<file path="config.mk">
export PLATFORM = sky130hd
export DESIGN_NAME = fp_unit_dispatch_flat
export DESIGN_NICKNAME = d
export VERILOG_FILES = /design/src/rtl/fp_unit_dispatch_pkg.sv /design/src/rtl/fp_unit_dispatch_if.sv /design/src/rtl/fp_unit_dispatch_fifo.sv /design/src/rtl/fp_unit_dispatch.sv /design/src/flat_wrapper.sv
export SDC_FILE = /design/constraint.sdc
export NUM_CORES = 1
export LEC_CHECK = 0
export ABC_AREA = 1
export BUFFER_PORTS_ARGS = -buffer_cell sky130_fd_sc_hd__buf_4
export CORE_MARGIN = 10
export CORE_UTILIZATION = 44
export DETAILED_ROUTE_END_ITERATION = 12
export GPL_TIMING_DRIVEN = 0
export PLACE_DENSITY = 0.7
export SETUP_SLACK_MARGIN = 0.3
export SLEW_MARGIN = 20
export SYNTH_ARGS = -nofsm -noshare
export SYNTH_HDL_FRONTEND = slang
export SYNTH_SLANG_ARGS = --single-unit
</file>
<file path="constraint.sdc">
create_clock -name clk -period 9.4 [get_ports clk]
set_input_delay 1.88 -clock clk [delete_from_list [all_inputs] [get_ports clk]]
set_output_delay 1.88 -clock clk [all_outputs]
set_load 0.005 [all_outputs]
</file>
<file path="src/rtl/fp_unit_dispatch_pkg.sv">
// Shared FP dispatch types: exception flag struct, queue entry layout and
// default sizing for the per-unit issue queues.
package fpu_types;

    localparam int FP_DISPATCH_DEPTH = 2;
    localparam int FP_DISPATCH_CNT_W = $clog2(FP_DISPATCH_DEPTH) + 1;
    localparam int FP_DISPATCH_PKT_W = 64;
    localparam int FP_DISPATCH_ID_W  = 3;

    // Bit order matches the architectural fflags CSR: NV is the MSB, NX the LSB.
    typedef struct packed {
        logic nv;
        logic dz;
        logic of;
        logic uf;
        logic nx;
    } fflags_t;

    typedef struct packed {
        logic [FP_DISPATCH_ID_W-1:0]  id;
        logic [FP_DISPATCH_PKT_W-1:0] payload;
    } fp_dispatch_entry_t;

    function automatic fflags_t fflags_or(input fflags_t a, input fflags_t b);
        return fflags_t'(a | b);
    endfunction

endpackage

</file>
<file path="src/rtl/fp_unit_dispatch_if.sv">
// Bundle of request, per-unit issue, status and writeback-flag signals
// around the FP dispatch stage.
interface fp_unit_dispatch_if #(
    parameter int NUM_UNITS = 5,
    parameter int DEPTH     = 2,
    parameter int PKT_W     = 64,
    parameter int ID_W      = 3,
    parameter int NUM_WB    = 2
);
    localparam int CNT_W = $clog2(DEPTH) + 1;

    logic                       flush;
    logic                       req_valid;
    logic [NUM_UNITS-1:0]       req_unit;
    logic [PKT_W-1:0]           req_payload;
    logic [ID_W-1:0]            req_id;
    logic [NUM_UNITS-1:0]       unit_ready;
    logic [NUM_UNITS-1:0]       unit_new_request;
    logic [NUM_UNITS-1:0]       unit_accept;
    logic [NUM_UNITS*PKT_W-1:0] unit_payload;
    logic [NUM_UNITS*ID_W-1:0]  unit_id;
    logic [NUM_UNITS*CNT_W-1:0] occupancy;
    logic [NUM_WB-1:0]          wb_done;
    logic [NUM_WB-1:0]          wb_ack;
    logic [NUM_WB*5-1:0]        wb_fflags;
    logic [4:0]                 fflags;
    logic                       protocol_err;

    modport master (
        output flush, req_valid, req_unit, req_payload, req_id, unit_accept,
               wb_done, wb_ack, wb_fflags,
        input  unit_ready, unit_new_request, unit_payload, unit_id, occupancy,
               fflags, protocol_err
    );

    modport slave (
        input  flush, req_valid, req_unit, req_payload, req_id, unit_accept,
               wb_done, wb_ack, wb_fflags,
        output unit_ready, unit_new_request, unit_payload, unit_id, occupancy,
               fflags, protocol_err
    );

endinterface

</file>
<file path="src/rtl/fp_unit_dispatch_fifo.sv">
// One issue queue: DEPTH-entry FIFO with explicit occupancy, synchronous flush
// and a registered head entry (no push-to-head bypass).
module fp_dispatch_fifo #(
    parameter int DEPTH = 2,
    parameter int W     = 67,
    parameter int CNT_W = $clog2(DEPTH) + 1
) (
    input  logic             clk,
    input  logic             rst,
    input  logic             flush,
    input  logic             push,
    input  logic [W-1:0]     push_data,
    input  logic             accept,
    output logic             ready,
    output logic             new_request,
    output logic [W-1:0]     head_data,
    output logic [CNT_W-1:0] occupancy
);

    localparam int PTR_W = (DEPTH > 1) ? $clog2(DEPTH) : 1;
    localparam logic [CNT_W-1:0] FULL = CNT_W'(DEPTH);

    logic [W-1:0]     mem [DEPTH];
    logic [PTR_W-1:0] wr_ptr_reg, wr_ptr_next;
    logic [PTR_W-1:0] rd_ptr_reg, rd_ptr_next;
    logic [CNT_W-1:0] occ_reg, occ_next;
    logic [W-1:0]     head_reg, head_next;
    logic             do_push;
    logic             do_pop;

    // Full blocks pushes even when a pop happens in the same cycle.
    assign ready       = (occ_reg != FULL);
    assign do_pop      = (occ_reg != '0) & accept;
    assign do_push     = push & ready;
    assign new_request = do_pop;
    assign head_data   = head_reg;
    assign occupancy   = occ_reg;

    always_comb begin
        occ_next    = occ_reg;
        wr_ptr_next = wr_ptr_reg;
        rd_ptr_next = rd_ptr_reg;
        head_next   = head_reg;

        if (do_push) wr_ptr_next = wr_ptr_reg + PTR_W'(1);
        if (do_pop)  rd_ptr_next = rd_ptr_reg + PTR_W'(1);

        case ({do_push, do_pop})
            2'b10:   occ_next = occ_reg + CNT_W'(1);
            2'b01:   occ_next = occ_reg - CNT_W'(1);
            default: occ_next = occ_reg;
        endcase

        // Head register tracks the entry that will be oldest after this edge.
        if (do_pop) begin
            if (occ_reg > CNT_W'(1))
                head_next = mem[rd_ptr_next];
            else if (do_push)
                head_next = push_data;
        end else if ((occ_reg == '0) && do_push) begin
            head_next = push_data;
        end
    end

    always_ff @(posedge clk) begin
        if (rst || flush) begin
            occ_reg    <= '0;
            wr_ptr_reg <= '0;
            rd_ptr_reg <= '0;
        end else begin
            occ_reg    <= occ_next;
            wr_ptr_reg <= wr_ptr_next;
            rd_ptr_reg <= rd_ptr_next;
            head_reg   <= head_next;
        end
    end

    always_ff @(posedge clk) begin
        if (do_push && !flush && !rst)
            mem[wr_ptr_reg] <= push_data;
    end

endmodule

</file>
<file path="src/rtl/fp_unit_dispatch.sv">
// FP dispatch stage: one independent issue queue per execution unit, request
// legality checking with a sticky error flag, and writeback fflags merging.
module fp_unit_dispatch
    import fpu_types::*;
#(
    parameter int NUM_UNITS = 5,
    parameter int DEPTH     = FP_DISPATCH_DEPTH,
    parameter int PKT_W     = FP_DISPATCH_PKT_W,
    parameter int ID_W      = FP_DISPATCH_ID_W,
    parameter int NUM_WB    = 2
) (
    input logic               clk,
    input logic               rst,
    fp_unit_dispatch_if.slave bus
);

    localparam int CNT_W   = $clog2(DEPTH) + 1;
    localparam int ENTRY_W = ID_W + PKT_W;

    logic [NUM_UNITS-1:0]       ready_vec;
    logic [NUM_UNITS-1:0]       new_req_vec;
    logic [NUM_UNITS-1:0]       push_vec;
    logic [ENTRY_W-1:0]         head_arr [NUM_UNITS];
    logic [CNT_W-1:0]           occ_arr  [NUM_UNITS];
    logic [NUM_UNITS*PKT_W-1:0] payload_flat;
    logic [NUM_UNITS*ID_W-1:0]  id_flat;
    logic [NUM_UNITS*CNT_W-1:0] occ_flat;
    logic                       req_onehot;
    logic                       err_set;
    logic                       err_reg;
    fflags_t                    fflags_merged;

    assign req_onehot = (bus.req_unit != '0) &&
                        ((bus.req_unit & (bus.req_unit - NUM_UNITS'(1))) == '0);

    // Illegal requests are dropped entirely; the queue side only sees legal pushes.
    assign err_set = bus.req_valid &
                     (!req_onehot || ((bus.req_unit & ~ready_vec) != '0));

    generate
        for (genvar gi = 0; gi < NUM_UNITS; gi++) begin : g_queue
            assign push_vec[gi] = bus.req_valid & req_onehot & bus.req_unit[gi];

            fp_dispatch_fifo #(
                .DEPTH (DEPTH),
                .W     (ENTRY_W),
                .CNT_W (CNT_W)
            ) u_fifo (
                .clk         (clk),
                .rst         (rst),
                .flush       (bus.flush),
                .push        (push_vec[gi]),
                .push_data   ({bus.req_id, bus.req_payload}),
                .accept      (bus.unit_accept[gi]),
                .ready       (ready_vec[gi]),
                .new_request (new_req_vec[gi]),
                .head_data   (head_arr[gi]),
                .occupancy   (occ_arr[gi])
            );

            assign payload_flat[gi*PKT_W +: PKT_W] = head_arr[gi][PKT_W-1:0];
            assign id_flat[gi*ID_W +: ID_W]        = head_arr[gi][ENTRY_W-1 -: ID_W];
            assign occ_flat[gi*CNT_W +: CNT_W]     = occ_arr[gi];
        end
    endgenerate

    always_ff @(posedge clk) begin
        if (rst)
            err_reg <= 1'b0;
        else if (err_set)
            err_reg <= 1'b1;
    end

    always_comb begin
        fflags_merged = '0;
        for (int k = 0; k < NUM_WB; k++) begin
            if (bus.wb_done[k] && bus.wb_ack[k])
                fflags_merged = fflags_or(fflags_merged, fflags_t'(bus.wb_fflags[k*5 +: 5]));
        end
    end

    assign bus.unit_ready       = ready_vec;
    assign bus.unit_new_request = new_req_vec;
    assign bus.unit_payload     = payload_flat;
    assign bus.unit_id          = id_flat;
    assign bus.occupancy        = occ_flat;
    assign bus.protocol_err     = err_reg;
    assign bus.fflags           = fflags_merged;

endmodule
</file>
<file path="src/flat_wrapper.sv">
// flat-port wrapper written by rule: the top's interface ports become plain ports
module fp_unit_dispatch_flat import fpu_types::*;
#(
    parameter int NUM_UNITS = 5,
    parameter int DEPTH     = FP_DISPATCH_DEPTH,
    parameter int PKT_W     = FP_DISPATCH_PKT_W,
    parameter int ID_W      = FP_DISPATCH_ID_W,
    parameter int NUM_WB    = 2
)
  (clk, rst, bus_flush, bus_req_valid, bus_req_unit, bus_req_payload, bus_req_id, bus_unit_accept, bus_wb_done, bus_wb_ack, bus_wb_fflags, bus_unit_ready, bus_unit_new_request, bus_unit_payload, bus_unit_id, bus_occupancy, bus_fflags, bus_protocol_err);
  fp_unit_dispatch_if #(.NUM_UNITS(NUM_UNITS), .DEPTH(DEPTH), .PKT_W(PKT_W), .ID_W(ID_W), .NUM_WB(NUM_WB)) bus_i ();
  input logic clk;
  input logic rst;
  input wire logic [$bits(bus_i.flush)-1:0] bus_flush;
  input wire logic [$bits(bus_i.req_valid)-1:0] bus_req_valid;
  input wire logic [$bits(bus_i.req_unit)-1:0] bus_req_unit;
  input wire logic [$bits(bus_i.req_payload)-1:0] bus_req_payload;
  input wire logic [$bits(bus_i.req_id)-1:0] bus_req_id;
  input wire logic [$bits(bus_i.unit_accept)-1:0] bus_unit_accept;
  input wire logic [$bits(bus_i.wb_done)-1:0] bus_wb_done;
  input wire logic [$bits(bus_i.wb_ack)-1:0] bus_wb_ack;
  input wire logic [$bits(bus_i.wb_fflags)-1:0] bus_wb_fflags;
  output wire logic [$bits(bus_i.unit_ready)-1:0] bus_unit_ready;
  output wire logic [$bits(bus_i.unit_new_request)-1:0] bus_unit_new_request;
  output wire logic [$bits(bus_i.unit_payload)-1:0] bus_unit_payload;
  output wire logic [$bits(bus_i.unit_id)-1:0] bus_unit_id;
  output wire logic [$bits(bus_i.occupancy)-1:0] bus_occupancy;
  output wire logic [$bits(bus_i.fflags)-1:0] bus_fflags;
  output wire logic [$bits(bus_i.protocol_err)-1:0] bus_protocol_err;
  assign bus_i.flush = bus_flush;
  assign bus_i.req_valid = bus_req_valid;
  assign bus_i.req_unit = bus_req_unit;
  assign bus_i.req_payload = bus_req_payload;
  assign bus_i.req_id = bus_req_id;
  assign bus_i.unit_accept = bus_unit_accept;
  assign bus_i.wb_done = bus_wb_done;
  assign bus_i.wb_ack = bus_wb_ack;
  assign bus_i.wb_fflags = bus_wb_fflags;
  assign bus_unit_ready = bus_i.unit_ready;
  assign bus_unit_new_request = bus_i.unit_new_request;
  assign bus_unit_payload = bus_i.unit_payload;
  assign bus_unit_id = bus_i.unit_id;
  assign bus_occupancy = bus_i.occupancy;
  assign bus_fflags = bus_i.fflags;
  assign bus_protocol_err = bus_i.protocol_err;
  fp_unit_dispatch #(.NUM_UNITS(NUM_UNITS), .DEPTH(DEPTH), .PKT_W(PKT_W), .ID_W(ID_W), .NUM_WB(NUM_WB)) u_core (.clk(clk), .rst(rst), .bus(bus_i));
endmodule
</file>
==> qor.csv, run 1 <==
metric;value;unit
status;finished, final reports clean;
clock_path_buffers;3;
cts_sinks;1026;
worstPathMaxFanout;10;
avgRoutedWirePerCell;27.35;um
drive_gt1_share;22.55;%
grt_pass1_vias;25190;
syn-cell-area;0.03960;mm2
syn_nets;2899;
antenna_left;0;
nets;3538;
slew_violations;0;
start_util;44.61;%
cts-root-buf;clkbuf_16;
yosys.area.top_type;edfxtp_1;
hold_path.class;reg -> reg;
cts_tree;done;
critPathKind;in -> reg;
fin_cells;4676;
grt_max_degree;45;
finalSetupViolCount;0;
rows;109;
grt-ovfl-total;0;
ys_ff_latch;1026;
synth_area_leaders;edfxtp_1 76%, o211ai_1 6.4%, inv_1 4.2%;
finalHoldViolCount;0;
cp.required;9.77;ns
hold_buffers;0;
rsz0062_at_grt;no;
syn_inst;2784;
cts_setup_buffers;0;
worstMarginPinSlew;1.147;ns
vias_per_cell;5.494;
io_pins;456;
fmax;223.5;MHz
drt_pass1_iterations;5;
max-cap-violations;0;
irDropWorstVdd;0.1308;mV
cp-start-kind;input pin;
dpl.hpwl;88890;um
grt_pass1_wl;178500;um
drtIter0Drc;3115;
die-area;0.1024;mm2
portBuffers;455;
gp_congestion;0.8225;
slew_headroom;23.55;%
tns;0;ns
largest_register_ffs;670;
die_w;320.0;um
dr_total_vias;25690;
clock_skew;0.01914;ns
drc;0;
synth_top_area_share;76.20;%
htree_levels;3;
post_synth.cell_area_avg;14.23;um2
cp.arrival;4.85;ns
power;9.451;mW
cts_resized;0;
yosysUniqueCellTypes;27;
grt_usage;24.17;%
totalWireLength;127900;um
yosysWarnings;0;
power_density;192.5;mW/mm2
clock_latency;0.68;ns
antenna_found_initial;8;
ys_seq_area_share;77.26;%
final_util;55.31;%
clkTransAtPathRegs;0.06;ns
fin_crit_sh;47.60;%
dp.cells;4483;
largest-register;u_core.g_queue.u_fifo.mem;
core;0.08878;mm2
power.leakage;18.68;nW
die_h;320.0;um
area_growth;23.99;%
numCtsBuffers;103;
fin_crit;4.474;ns
end_kind;flop;
==> layout by cell type, fill, tap and decap left out, types with 9 or more instances in the layout <==
cell type,instances
a21oi_1,9
buf_1,9
buf_16,22
buf_2,23
buf_4,524
buf_6,27
bufinv_16,11
clkbuf_1,94
clkbuf_16,104
clkinv_1,24
clkinv_2,18
dfxtp_1,21
edfxtp_1,1005
ha_1,20
inv_1,440
nand2_1,363
nand4_1,10
nor2_1,17
o211ai_1,335
o21ai_0,71
o21ai_1,277
==> power breakdown <==
group | switching [mW] | internal, mW
logic | 0.207 | 0.0999
registers | 0.00835 | 5.05
clock network | 1.75 | 2.34
==> metrics by stage <==
step	worst slack [ns]	hold slack (ns)	area, um2
5_1_grt	4.790	0.5003	49100
3_3_place_gp	-4.328	0.4524	44480
6_report	4.926	0.4702	49100
4_1_cts	4.940	0.4676	49090
2_1_floorplan	1.616	0.4444	39600
3_5_place_dp	4.224	0.4580	45730
==> critical path, stage by stage <==
cell      delay [ns]
buf_4           0.11
nor2_2          0.45
clkinv_1        0.50
clkbuf_1        0.44
nor3_2          0.55
buf_4           0.29
buf_4           0.22
buf_6           0.18
buf_4           0.21
==> synthesized netlist by cell type <==
cell	instances
a21oi_1	14
a32o_1	5
buf_1	9
buf_2	23
buf_4	31
buf_6	13
clkbuf_1	81
clkinv_1	1
dfxtp_1	21
edfxtp_1	1005
ha_1	20
inv_1	445
inv_2	5
nand2_1	363
nand3_1	8
nand4_1	10
nor2_1	17
nor2_2	2
nor2_4	5
nor3_1	5
nor3_4	5
o211ai_1	335
o21ai_0	71
o21ai_1	277
o22ai_1	1
xnor2_2	5
xor2_1	7
==> layout make-up <==
class / instances / area [um2]
Fill cell: 7073 / 39680
Sequential cell: 1026 / 30600
Multi-Input combinational cell: 1150 / 6561
Timing Repair Buffer: 534 / 4559
Clock buffer: 118 / 2655
Inverter: 451 / 1718
Tap cell: 1165 / 1458
Buffer: 157 / 833.3
Clock inverter: 71 / 710.7
Antenna cell: 4 / 10.01
==> metal layers <==
metal / up-vias / wire length [um] / GRT usage (%) / part of all wire (%)
met5: - / 57 / 0 / 0.045
met4: 8 / 4212 / 8.206 / 3.3
met3: 244 / 12410 / 5.765 / 9.7
met2: 1419 / 63180 / 41.30 / 49
met1: 12710 / 48020 / 29.88 / 38
li1: 11310 / - / - / -
==> cell families (layout without fill, tap and decap cells) <==
logic type,after synthesis,after routing,synth area share (%)
xor+xnor,12,12,0.3602
fa+ha+maj,20,20,0.6319
flops,1026,1026,77.26
buf+inv,608,1331,6.375
other cells,0,4,0
compound gates,703,703,11.07
simple gates,415,415,4.303
==> path summary, 6_finish.rpt <==
check,depth (start not counted),end,slack [ns],start
setup reg to reg,7,u_core.g_queue[3].u_fifo.head_data[2]$_DFFE_PP_,5.77,u_core.g_queue[3].u_fifo.occupancy[1]$_SDFFE_PN0P_
hold reg to reg,2,u_core.g_queue[1].u_fifo.wr_ptr_reg$_SDFFE_PN0P_,0.47,u_core.g_queue[1].u_fifo.wr_ptr_reg$_SDFFE_PN0P_
hold / removal,2,u_core.g_queue[1].u_fifo.wr_ptr_reg$_SDFFE_PN0P_,0.47,u_core.g_queue[1].u_fifo.wr_ptr_reg$_SDFFE_PN0P_
setup / recovery,9,u_core.g_queue[1].u_fifo.mem[1][35]$_DFFE_PP_,4.93,bus_flush
No activity file was read; power rests on OpenSTA's default activity.
==> run 2: changes to the inputs <==
PLACE_DENSITY = 0.72   (was 0.7)
clock period = 3.8 ns   (was 9.4 ns; I/O delays follow)
==> qor.csv, run 2 (synthesis results as in run 1) <==
metric;value;unit;change
status;finished, final reports clean;;unchanged
fmax;302.4;MHz;
final_cell_mix;1005 x edfxtp_1, 486 x buf_4, 440 x inv_1;;was 1005 x edfxtp_1, 524 x buf_4, 440 x inv_1
gp_congestion;0.8223;;was 0.8225
power.leakage;18.69;nW;was 18.68 nW
rr_startpoint;u_core.g_queue[4].u_fifo.occupancy[1]$_SDFFE_PN0P_;;was u_core.g_queue[3].u_fifo.occupancy[1]$_SDFFE_PN0P_
avgRoutedWirePerCell;27.74;um;was 27.35 um
critPathKind;reg -> reg;;was in -> reg
power_density;475.3;mW/mm2;was 192.5 mW/mm2
portBuffers;455;;unchanged
slew_violations;0;;unchanged
antenna_found_initial;12;;was 8
grt-ovfl-total;0;;unchanged
layout_commonest_cell;edfxtp_1;;unchanged
max-cap-violations;0;;unchanged
antenna_left;0;;unchanged
totalWireLength;129200;um;was 127900 um
fill_cells;7001;;was 7073
largest_register_ffs;670;;unchanged
die-area;0.1024;mm2;unchanged
cp.required;4.15;ns;was 9.77 ns
dr_total_vias;25700;;was 25690
io_pins;456;;unchanged
hold_path_end;u_core.bus.protocol_err$_SDFFE_PP0P_;;was u_core.g_queue[1].u_fifo.wr_ptr_reg$_SDFFE_PN0P_
drive_gt1_share;22.24;%;was 22.55%
irDropWorstVdd;0.3920;mV;was 0.1308 mV
p_sw;4.963;mW;was 1.967 mW
clkTransAtPathRegs;0.07;ns;was 0.06 ns
p_int;18.42;mW;was 7.484 mW
clock_path_buffers;3;;unchanged
final_util;55.40;%;was 55.31%
hold_path.class;in -> reg;;was reg -> reg
worstMarginPinSlew;1.054;ns;was 1.147 ns
cts_tree;done;;unchanged
nets;3516;;was 3538
dpl.hpwl;88340;um;was 88890 um
netSwitchingFraction;21.23;%;was 20.81%
grt_pass1_wl;179900;um;was 178500 um
grt_pass1_vias;25440;;was 25190
whs_path_depth;2;;unchanged
cp.arrival;3.66;ns;was 4.85 ns
finalSetupViolCount;0;;unchanged
p_comb_share;3.3;%;was 3.2%
r2r_cells;7;;unchanged
grt_max_degree;48;;was 45
clock_latency;0.69;ns;was 0.68 ns
die_w;320.0;um;unchanged
numCtsBuffers;103;;unchanged
worstPathMaxFanout;10;;unchanged
largest-register;u_core.g_queue.u_fifo.mem;;unchanged
start_util;44.61;%;unchanged
area_growth;24.19;%;was 23.99%
clock_skew;0.04664;ns;was 0.01914 ns
drtIter0Drc;3137;;was 3115
fin_cells;4656;;was 4676
fin_crit;3.306;ns;
cts-root-buf;clkbuf_16;;unchanged
pwr-share-clk;43.2;%;was 43.3%
reg2reg_slack;0.49;ns;was 5.77 ns
final_area;0.04918;mm2;was 0.04910 mm2
cts_sinks;1026;;unchanged
htree_levels;3;;unchanged
core;0.08878;mm2;unchanged
cp_cell_sequence;inv_1 > ha_1 > nor2_4 > inv_2 > nor3_4 > clkbuf_1 > o21ai_0;;was buf_4 > nor2_2 > clkinv_1 > clkbuf_1 > nor3_2 > buf_4 > buf_4 > buf_6 > buf_4
finalHoldViolCount;0;;unchanged
cp-start-kind;flop;;was input pin
tns;0;ns;unchanged
grt_usage;24.34;%;was 24.17%
vias_per_cell;5.519;;was 5.494
end_kind;flop;;unchanged
rsz0062_at_grt;no;;unchanged
hold_start;rst;;was u_core.g_queue[1].u_fifo.wr_ptr_reg$_SDFFE_PN0P_
drc;0;;unchanged
rows;109;;unchanged
placed_area;0.04582;mm2;was 0.04573 mm2
die_h;320.0;um;unchanged
p_seq_share;53.5;%;about the same
fin_crit_sh;87.01;%;
dp.cells;4461;;was 4483
rr_endpoint;u_core.g_queue[4].u_fifo.head_data[0]$_DFFE_PP_;;was u_core.g_queue[3].u_fifo.head_data[2]$_DFFE_PP_
slew_headroom;29.49;%;was 23.55%
cpPeakStageDelay;0.85;ns;was 0.55 ns
drt_pass1_iterations;11;;was 5
cts_setup_buffers;0;;unchanged
slowest_stage;clkbuf_1;;was nor3_2
## run 2: cell count changes in the layout (fill, tap and decap cells not counted), moves of 3 or more
cell,previous run,this run
buf_6,27,17
buf_16,22,27
clkbuf_2,1,4
clkbuf_1,94,99
clkinv_1,24,16
clkinvlp_4,8,4
nor3_4,5,10
buf_8,1,24
buf_4,524,486
nor3_2,5,0
## run 2: layer usage
layer / up-vias / GRT usage [%] / wire length [um] / part of all wire [%]
met1: 12680 / 30.66 / 49300 / 38
met3: 237 / 5.027 / 12200 / 9.4
met2: 1501 / 41.30 / 63610 / 49
li1: 11270 / - / - / -
met5: - / 0 / 80 / 0.062
met4: 10 / 8.767 / 3971 / 3.1
## run 2: per-stage QoR
| stage | setup WS (ns) | hold WS (ns) | power [mW] |
|---|---|---|---|
| after detailed placement | 0.03741 | 0.4596 | 13.50 |
| after floorplan | 0.2587 | 0.4448 | 13.04 |
| after global placement | -2.067 | 0.4503 | 13.46 |
| after CTS | 0.3379 | 0.2067 | 23.47 |
| final | 0.4936 | 0.2524 | 23.38 |
| after global routing | 0.4469 | 0.2424 | 23.98 |
## run 2: final cells by class
| cell class | count | area [um2] | area share, % |
|---|---|---|---|
| clock inverter | 62 | 654.4 | 1.330 |
| antenna | 6 | 15.01 | 0.03053 |
| sequential | 1026 | 30600 | 62.21 |
| timing repair buffer | 512 | 4604 | 9.361 |
| tap | 1165 | 1458 | 2.964 |
| inverter | 451 | 1719 | 3.495 |
| buffer | 157 | 840.8 | 1.709 |
| multi-input combinational | 1150 | 6605 | 13.43 |
| clock buffer | 127 | 2689 | 5.467 |
## run 2: worst max path at each step
stage                                                             startpoint                                          endpoint  slack (ns)  cells past startpoint
after global placement                                             bus_flush     u_core.g_queue[0].u_fifo.mem[1][33]$_DFFE_PP_       -2.07                      5
final                     u_core.g_queue[4].u_fifo.occupancy[1]$_SDFFE_PN0P_   u_core.g_queue[4].u_fifo.head_data[0]$_DFFE_PP_        0.49                      7
after detailed placement                                     bus_req_unit[2]  u_core.g_queue[0].u_fifo.head_data[32]$_DFFE_PP_        0.04                     14
after global routing      u_core.g_queue[2].u_fifo.occupancy[1]$_SDFFE_PN0P_   u_core.g_queue[2].u_fifo.head_data[4]$_DFFE_PP_        0.45                      9
after floorplan                                                    bus_flush      u_core.g_queue[0].u_fifo.mem[1][0]$_DFFE_PP_        0.26                      4
after CTS                 u_core.g_queue[2].u_fifo.occupancy[1]$_SDFFE_PN0P_   u_core.g_queue[2].u_fifo.head_data[0]$_DFFE_PP_        0.34                      7
## run 2: power by group through the flow
stage / logic [mW] / registers (mW) / clock network [mW]
global placement: 0.709 / 12.8 / 0
CTS: 0.760 / 12.5 / 10.2
detailed placement: 0.756 / 12.7 / 0
finish: 0.766 / 12.5 / 10.1
floorplan: 0.290 / 12.8 / 0
global route: 0.822 / 12.5 / 10.7
## run 2: timing repair
item,CTS,global route
hold buffers,0,0
setup endpoints to repair,2,5
resized for setup,1,3
## run 2: critical path, delay by kind of cell (launching register included)
family | cells | cell delay (ns)
AOI/OAI and AO/OA | 1 | 0.23
adders and majority gates | 1 | 0.26
buffers and inverters | 3 | 1.09
DFF | 1 | 0.39
and+or+nand+nor | 2 | 1.00
